`src/rtl/pio_debounce_pkg.sv`:
```
`default_nettype none
// +------------------------------------------------------------------------+
// | Package : pio_debounce_pkg                                             |
// | Purpose : Shared constants for the debounced PIO with interrupt:       |
// |           register word addresses, default ID word, default debounce   |
// |           counter width and the power-up initialisation states.        |
// | Rev     : 1.0  initial release                                         |
// +------------------------------------------------------------------------+
package pio_debounce_pkg;

   // Avalon-MM word addresses
   localparam logic [2:0] ADDR_DATA_IN  = 3'd0;
   localparam logic [2:0] ADDR_DATA_OUT = 3'd1;
   localparam logic [2:0] ADDR_IRQ_MASK = 3'd2;
   localparam logic [2:0] ADDR_EDGE_CAP = 3'd3;
   localparam logic [2:0] ADDR_RISE_EN  = 3'd4;
   localparam logic [2:0] ADDR_FALL_EN  = 3'd5;
   localparam logic [2:0] ADDR_DB_LIMIT = 3'd6;
   localparam logic [2:0] ADDR_ID       = 3'd7;

   localparam logic [31:0] ID_VALUE_DEFAULT     = 32'h5049_4F32;
   localparam int          DB_CNT_WIDTH_DEFAULT = 20;

   // Power-up sequence: two cycles to fill the synchronisers, one cycle
   // to load the stable flops from valid synchronised pins, then run.
   typedef enum logic [1:0] {
      INIT_FILL0 = 2'd0,
      INIT_FILL1 = 2'd1,
      INIT_LOAD  = 2'd2,
      INIT_RUN   = 2'd3
   } init_state_e;

endpackage
`default_nettype wire

```
`src/rtl/pio_debounce_chan.sv`:
```
`default_nettype none
// +------------------------------------------------------------------------+
// | Module  : pio_debounce_chan                                            |
// | Purpose : One input channel: 2-flop synchroniser, debounce counter,    |
// |           stable flop and single-cycle rise/fall pulses that appear    |
// |           in the cycle after the stable value changes.                 |
// | Ports   : clk, rst_n      clock, async active-low reset                |
// |           pin             asynchronous input pin                       |
// |           init            0 = load stable from sync, no edges          |
// |           db_limit        debounce length in cycles (0 acts as 1)      |
// |           cnt_clr         clears the debounce counter                  |
// |           stable          debounced level                              |
// |           rise_pulse      stable went 0->1 on the previous edge        |
// |           fall_pulse      stable went 1->0 on the previous edge        |
// | Rev     : 1.0  initial release                                         |
// +------------------------------------------------------------------------+
module pio_debounce_chan
   import pio_debounce_pkg::*;
#(
   parameter int DB_CNT_WIDTH = DB_CNT_WIDTH_DEFAULT
) (
   input  logic                    clk,
   input  logic                    rst_n,
   input  logic                    pin,
   input  logic                    init,
   input  logic [DB_CNT_WIDTH-1:0] db_limit,
   input  logic                    cnt_clr,
   output logic                    stable,
   output logic                    rise_pulse,
   output logic                    fall_pulse
);

   logic [1:0]              sync_ff;
   logic                    sync;
   logic                    stable_d;
   logic [DB_CNT_WIDTH-1:0] cnt;
   logic [DB_CNT_WIDTH-1:0] last_cnt;

   assign sync = sync_ff[1];

   // Terminal count is max(db_limit,1)-1, so a zero limit still needs
   // exactly one mismatching cycle.
   assign last_cnt = (db_limit == '0) ? '0 : (db_limit - DB_CNT_WIDTH'(1));

   always_ff @(posedge clk or negedge rst_n) begin
      if (!rst_n) begin
         sync_ff <= 2'b00;
      end else begin
         sync_ff <= {sync_ff[0], pin};
      end
   end

   always_ff @(posedge clk or negedge rst_n) begin
      if (!rst_n) begin
         stable   <= 1'b0;
         stable_d <= 1'b0;
         cnt      <= '0;
      end else if (!init) begin
         // Both copies track sync so no edge can be seen when init rises.
         stable   <= sync;
         stable_d <= sync;
         cnt      <= '0;
      end else begin
         stable_d <= stable;
         if (cnt_clr || (sync == stable)) begin
            cnt <= '0;
         end else if (cnt == last_cnt) begin
            stable <= sync;
            cnt    <= '0;
         end else begin
            cnt <= cnt + DB_CNT_WIDTH'(1);
         end
      end
   end

   assign rise_pulse =  stable & ~stable_d;
   assign fall_pulse = ~stable &  stable_d;

endmodule
`default_nettype wire

```
`src/rtl/pio_debounce_irq.sv`:
```
`default_nettype none
// +------------------------------------------------------------------------+
// | Module  : pio_debounce_irq                                             |
// | Purpose : Avalon-MM PIO with IN_WIDTH debounced inputs, OUT_WIDTH      |
// |           registered outputs, rise/fall edge capture and a maskable    |
// |           level interrupt.                                             |
// | Ports   : clk_clk          clock                                       |
// |           reset_reset_n    async active-low reset                      |
// |           avs_address/read/write/writedata  Avalon-MM slave inputs     |
// |           avs_readdata     read data, latency 1                        |
// |           in_port_export   asynchronous input pins                     |
// |           out_port_export  registered output bits                      |
// |           irq_irq          |(EDGE_CAP & IRQ_MASK)                      |
// | Rev     : 1.0  initial release                                         |
// +------------------------------------------------------------------------+
module pio_debounce_irq
   import pio_debounce_pkg::*;
#(
   parameter int          IN_WIDTH     = 4,
   parameter int          OUT_WIDTH    = 3,
   parameter int          DB_CNT_WIDTH = DB_CNT_WIDTH_DEFAULT,
   parameter logic [31:0] DB_DEFAULT   = 32'd50000,
   parameter logic [31:0] OUT_RESET    = 32'd0,
   parameter logic [31:0] ID_VALUE     = ID_VALUE_DEFAULT
) (
   input  logic                 clk_clk,
   input  logic                 reset_reset_n,
   input  logic [2:0]           avs_address,
   input  logic                 avs_read,
   input  logic                 avs_write,
   input  logic [31:0]          avs_writedata,
   output logic [31:0]          avs_readdata,
   input  logic [IN_WIDTH-1:0]  in_port_export,
   output logic [OUT_WIDTH-1:0] out_port_export,
   output logic                 irq_irq
);

   init_state_e             state;
   init_state_e             state_next;
   logic                    init;

   logic [IN_WIDTH-1:0]     irq_mask;
   logic [IN_WIDTH-1:0]     edge_cap;
   logic [IN_WIDTH-1:0]     rise_en;
   logic [IN_WIDTH-1:0]     fall_en;
   logic [DB_CNT_WIDTH-1:0] db_limit;

   logic [IN_WIDTH-1:0]     stable;
   logic [IN_WIDTH-1:0]     rise;
   logic [IN_WIDTH-1:0]     fall;
   logic [IN_WIDTH-1:0]     edge_set;
   logic [IN_WIDTH-1:0]     edge_w1c;
   logic [31:0]             rd_mux;

   logic wr_data_out;
   logic wr_irq_mask;
   logic wr_edge_cap;
   logic wr_rise_en;
   logic wr_fall_en;
   logic wr_db_limit;
   logic unused_wdata;

   // Bits above the implemented widths are intentionally ignored.
   assign unused_wdata = ^avs_writedata;

   // ---------------------------------------------------------------- init
   always_ff @(posedge clk_clk or negedge reset_reset_n) begin
      if (!reset_reset_n) begin
         state <= INIT_FILL0;
      end else begin
         state <= state_next;
      end
   end

   always_comb begin
      state_next = state;
      case (state)
         INIT_FILL0: state_next = INIT_FILL1;
         INIT_FILL1: state_next = INIT_LOAD;
         INIT_LOAD:  state_next = INIT_RUN;
         INIT_RUN:   state_next = INIT_RUN;
         default:    state_next = INIT_FILL0;
      endcase
   end

   assign init = (state == INIT_RUN);

   // ------------------------------------------------------------ channels
   generate
      for (genvar i = 0; i < IN_WIDTH; i++) begin : g_chan
         pio_debounce_chan #(
            .DB_CNT_WIDTH (DB_CNT_WIDTH)
         ) u_chan (
            .clk        (clk_clk),
            .rst_n      (reset_reset_n),
            .pin        (in_port_export[i]),
            .init       (init),
            .db_limit   (db_limit),
            .cnt_clr    (wr_db_limit),
            .stable     (stable[i]),
            .rise_pulse (rise[i]),
            .fall_pulse (fall[i])
         );
      end
   endgenerate

   // ------------------------------------------------------- write decode
   assign wr_data_out = avs_write && (avs_address == ADDR_DATA_OUT);
   assign wr_irq_mask = avs_write && (avs_address == ADDR_IRQ_MASK);
   assign wr_edge_cap = avs_write && (avs_address == ADDR_EDGE_CAP);
   assign wr_rise_en  = avs_write && (avs_address == ADDR_RISE_EN);
   assign wr_fall_en  = avs_write && (avs_address == ADDR_FALL_EN);
   assign wr_db_limit = avs_write && (avs_address == ADDR_DB_LIMIT);

   assign edge_set = (rise & rise_en) | (fall & fall_en);
   assign edge_w1c = wr_edge_cap ? avs_writedata[IN_WIDTH-1:0] : '0;

   // -------------------------------------------------------- register file
   always_ff @(posedge clk_clk or negedge reset_reset_n) begin
      if (!reset_reset_n) begin
         out_port_export <= OUT_RESET[OUT_WIDTH-1:0];
         irq_mask        <= '0;
         edge_cap        <= '0;
         rise_en         <= '1;
         fall_en         <= '0;
         db_limit        <= DB_DEFAULT[DB_CNT_WIDTH-1:0];
      end else begin
         if (wr_data_out) out_port_export <= avs_writedata[OUT_WIDTH-1:0];
         if (wr_irq_mask) irq_mask        <= avs_writedata[IN_WIDTH-1:0];
         if (wr_rise_en)  rise_en         <= avs_writedata[IN_WIDTH-1:0];
         if (wr_fall_en)  fall_en         <= avs_writedata[IN_WIDTH-1:0];
         if (wr_db_limit) db_limit        <= avs_writedata[DB_CNT_WIDTH-1:0];
         // Set is OR-ed after the clear so a coincident edge is never lost.
         edge_cap <= (edge_cap & ~edge_w1c) | edge_set;
      end
   end

   // ---------------------------------------------------------- read path
   always_comb begin
      rd_mux = '0;
      case (avs_address)
         ADDR_DATA_IN:  rd_mux[IN_WIDTH-1:0]     = stable;
         ADDR_DATA_OUT: rd_mux[OUT_WIDTH-1:0]    = out_port_export;
         ADDR_IRQ_MASK: rd_mux[IN_WIDTH-1:0]     = irq_mask;
         ADDR_EDGE_CAP: rd_mux[IN_WIDTH-1:0]     = edge_cap;
         ADDR_RISE_EN:  rd_mux[IN_WIDTH-1:0]     = rise_en;
         ADDR_FALL_EN:  rd_mux[IN_WIDTH-1:0]     = fall_en;
         ADDR_DB_LIMIT: rd_mux[DB_CNT_WIDTH-1:0] = db_limit;
         ADDR_ID:       rd_mux                   = ID_VALUE;
         default:       rd_mux                   = '0;
      endcase
   end

   always_ff @(posedge clk_clk or negedge reset_reset_n) begin
      if (!reset_reset_n) begin
         avs_readdata <= '0;
      end else if (avs_read) begin
         avs_readdata <= rd_mux;
      end
   end

   assign irq_irq = |(edge_cap & irq_mask);

endmodule
`default_nettype wire

```
`config.mk`:
```
export PLATFORM = sky130hd
export DESIGN_NAME = pio_debounce_irq
export DESIGN_NICKNAME = d
export VERILOG_FILES = /design/src/rtl/pio_debounce_pkg.sv /design/src/rtl/pio_debounce_chan.sv /design/src/rtl/pio_debounce_irq.sv
export SDC_FILE = /design/constraint.sdc
export NUM_CORES = 1
export LEC_CHECK = 0
export CAP_MARGIN = 20
export CORE_ASPECT_RATIO = 2
export CORE_MARGIN = 2
export CORE_UTILIZATION = 48
export CTS_CLUSTER_DIAMETER = 40
export DETAILED_ROUTE_END_ITERATION = 10
export GPL_TIMING_DRIVEN = 0
export PLACE_DENSITY = 0.71
export SYNTH_ARGS = -nofsm -noshare
export SYNTH_HDL_FRONTEND = slang
export SYNTH_HIERARCHICAL = 1
export SYNTH_SLANG_ARGS = --single-unit
export TNS_END_PERCENT = 20
```
`constraint.sdc`:
```
create_clock -name clk_clk -period 4.2 [get_ports clk_clk]
set_clock_uncertainty 0.1 [all_clocks]
set_input_delay 0.84 -clock clk_clk [delete_from_list [all_inputs] [get_ports clk_clk]]
set_output_delay 0.84 -clock clk_clk [all_outputs]
set_load 0.02 [all_outputs]
```
==> flow_summary_export.csv <==
group,metric,value,unit
status,status,"complete, no violations",
setup_path,cp.required,4.45,ns
clock_network,cts_buffers,17,
floorplanning,dieWidth,116,µm
sta,worst_slack,0.147,ns
routing,num_vias,10700,
sta,slew_headroom,27.3,%
setup_path,cp-end-kind,"register",
routing,wl,36600,µm
setup_path,worst_ep_arrival_time,4.31,ns
cells_and_area,drive_gt1_share,17.5,%
grt,grt_max_degree,92,
cells_and_area,layout_commonest_cell,"dfrtp_1",
setup_path,r2r_end,"g_chan[1].u_chan/stable",
synth,synth_ff_type,"dfrtp_1",
synth,async_flop_share,100,%
grt,grt_pass1_vias,10800,
sta,hold_violations,0,
setup_path,reg2reg_depth,10,
floorplanning,dieArea,26300,µm²
placed_design,globalplace.congestion,0.902,
worst_hold_path,worstHoldPathType,"input port to asynchronous set/reset pin",
clock_network,clkTransAtPathRegs,0.07,ns
cells_and_area,final_util,55.8,%
cells_and_area,final_nets,1423,
clock_network,clk_latency,0.46,ns
clock_network,cts_sinks,158,
cells_and_area,mostFrequentLayoutCells,"dfrtp_1 (144), xnor2_1 (95), nor2_1 (82)",
floorplanning,start_util,48.8,%
routing,detail-route-antenna-nets,0,
clock_network,cts_root_buffer,"clkbuf_16",
sta,period_share,96.5,%
power,power_density,368,nW/µm²
setup_path,rrSetupSlack,0.15,ns
synth,yosysSeqAreaShare,33.1,%
flow_run,max_cap_violations,0,
routing,firstDrtPassIters,7,
synth,avgSynthCellArea,9.30,µm²
floorplanning,die_height,227,µm
setup_path,worst_setup_path_start_kind,"register",
clock_network,clock_path_buffers,2,
cells_and_area,antenna_cells,0,
synth,ys_ff_latch,158,
placed_design,place_ws,-0.401,ns
placed_design,dp.final_hpwl,25900,µm
grt,grt_pass1_wl,57500,µm
synth,synth_cell_types,100,
clock_network,cts_tree,"done",
clock_network,hold_buffers,0,
synth,synth_cells,1287,
floorplanning,core_area,24500,µm²
sta,maxSlewViolCount,0,
routing,wire_per_inst,21.3,µm
synth,netlist_area,12000,µm²
grt,overflow,0,
power,leakage,0.00537,µW
synth,synth_edf_count,0,
routing,drt_iter0_drc,790,
cells_and_area,area_delta_synth_final,14.4,%
grt,antenna_found_initial,0,
setup_path,worstPathMaxFanout,20,
setup_path,rr_startpoint,"db_limit[7]",
power,total_power,5040,µW
synth,synth_area_leaders,"dfrtp_1 (31%), xnor2_1 (7.0%), xor2_1 (4.0%)",
sta,worstMarginPinSlew,1.09,ns
power,vdd_drop_max,0.000360,V
clock_network,cts_max_level,4,
sta,max_freq,0.247,GHz
synth,yosysTopAreaCellShare,30.9,%
setup_path,crit_type,"register to register",
synth,yosysWarnings,6,
floorplanning,io_pins,79,
routing,vias_per_cell,6.25,
sta,fin_crit,4.05,ns
sta,finalSetupViolCount,0,
placed_design,portBuffers,56,
floorplanning,rows,81,
synth,yosys.area.top_type,"dfrtp_1",
routing,drc,0,
grt,grt_usage,28.6,%
cell usage after synthesis, drive strengths merged, types with 12 or more instances:
master / instances
and3: 28
buf: 46
o21ai: 50
or2: 12
o211ai: 16
nor2: 85
nand4: 23
nor3: 98
xor2: 54
and4: 13
dfrtp: 148
inv: 45
nand3: 63
xnor2: 95
or3: 25
mux2: 40
clkbuf: 42
nand2: 70
nor4: 41
nor2b: 21
a21oi: 25
or4: 25
and2: 15
timing repair:
action | CTS | global route
gates resized for setup | 10 | 10
endpoints found under the setup margin | 43 | 43
gates cloned | 0 | 0
pin swaps | 0 | 4
buffers inserted | 0 | 2
kinds of logic after synthesis:
family                     after synthesis  synth area share (%)
other                                    1                0.0313
buffers and inverters                  133                  6.05
muxes                                   51                  5.34
and+or+nand+nor                        569                  29.7
AOI/OAI and AO/OA                      214                  13.2
adders and majority gates                8                 0.837
DFF                                    158                  33.1
xor gates and xnor gates               153                  11.7
worst max path at each step:
stage	slack, ns	start	to	cells after the start
floorplan	0.41	db_limit[0]	g_chan[1].u_chan/cnt[1]	12
global placement	-4.40	reset_reset_n	g_chan[1].u_chan/cnt[15]	1
detailed placement	-0.40	db_limit[0]	g_chan[1].u_chan/stable	11
CTS	0.007	db_limit[0]	g_chan[2].u_chan/cnt[1]	12
global route	-0.003	db_limit[3]	g_chan[1].u_chan/stable	9
finish	0.15	db_limit[7]	g_chan[1].u_chan/stable	10
per-stage QoR:
stage	TNS (ns)	cells	cell area, µm²	hold WS [ns]
5_1_grt	-0.00339	1717	13700	0.257
6_report	0	1717	13700	0.213
3_3_place_gp	-678.22	1683	13000	0.235
3_5_place_dp	-11.74	1684	13000	0.236
4_1_cts	0	1716	13600	0.237
2_1_floorplan	0	1295	12000	0.231
cell type report:
| type | instances | area (µm²) |
|---|---|---|
| Multi-Input combinational cell | 1004 | 7400 |
| Buffer | 86 | 548 |
| Fill cell | 2265 | 10800 |
| Clock inverter | 14 | 111 |
| Sequential cell | 158 | 3970 |
| Clock buffer | 18 | 429 |
| Inverter | 45 | 169 |
| Tap cell | 332 | 415 |
| Timing Repair Buffer | 60 | 636 |
power breakdown:
| part | total (µW) | leakage (µW) | internal (µW) | switching (µW) |
|---|---|---|---|---|
| logic | 1480 | 0.00307 | 691 | 787 |
| clock network | 1470 | 0.000269 | 767 | 706 |
| registers | 2090 | 0.00203 | 1660 | 428 |
| total | 5040 | 0.00537 | 3110 | 1920 |
sequential cells by signal (all words and copies together), names as in the netlist, 4 cells and up:
register                cells
g_chan.u_chan/stable        4
db_limit                   20
g_chan.u_chan/sync_ff       8
avs_readdata               21
edge_cap                    4
g_chan.u_chan/cnt          80
irq_mask                    4
fall_en                     4
g_chan.u_chan/stable_d      4
rise_en                     4
metal layers:
layer | wire length (µm) | vias up | GRT usage (%)
met5 | 0 | - | 0
met3 | 1740 | 143 | 4.61
met1 | 12800 | 5234 | 29.6
met4 | 2630 | 0 | 21.0
met2 | 19400 | 452 | 51.0
li1 | - | 4903 | -
worst max-delay path, cell delays in order, from the launching register on:
cell and delay [ns]:
dfrtp_1 0.79, or4_1 0.65, buf_2 0.19, or4_4 0.52, buf_6 0.15, or3_4 0.34, a32oi_1 0.21, o2111a_1 0.19
and4_1 0.25, a41oi_2 0.21, mux2_4 0.34
No activity file was read; power rests on OpenSTA's default activity.
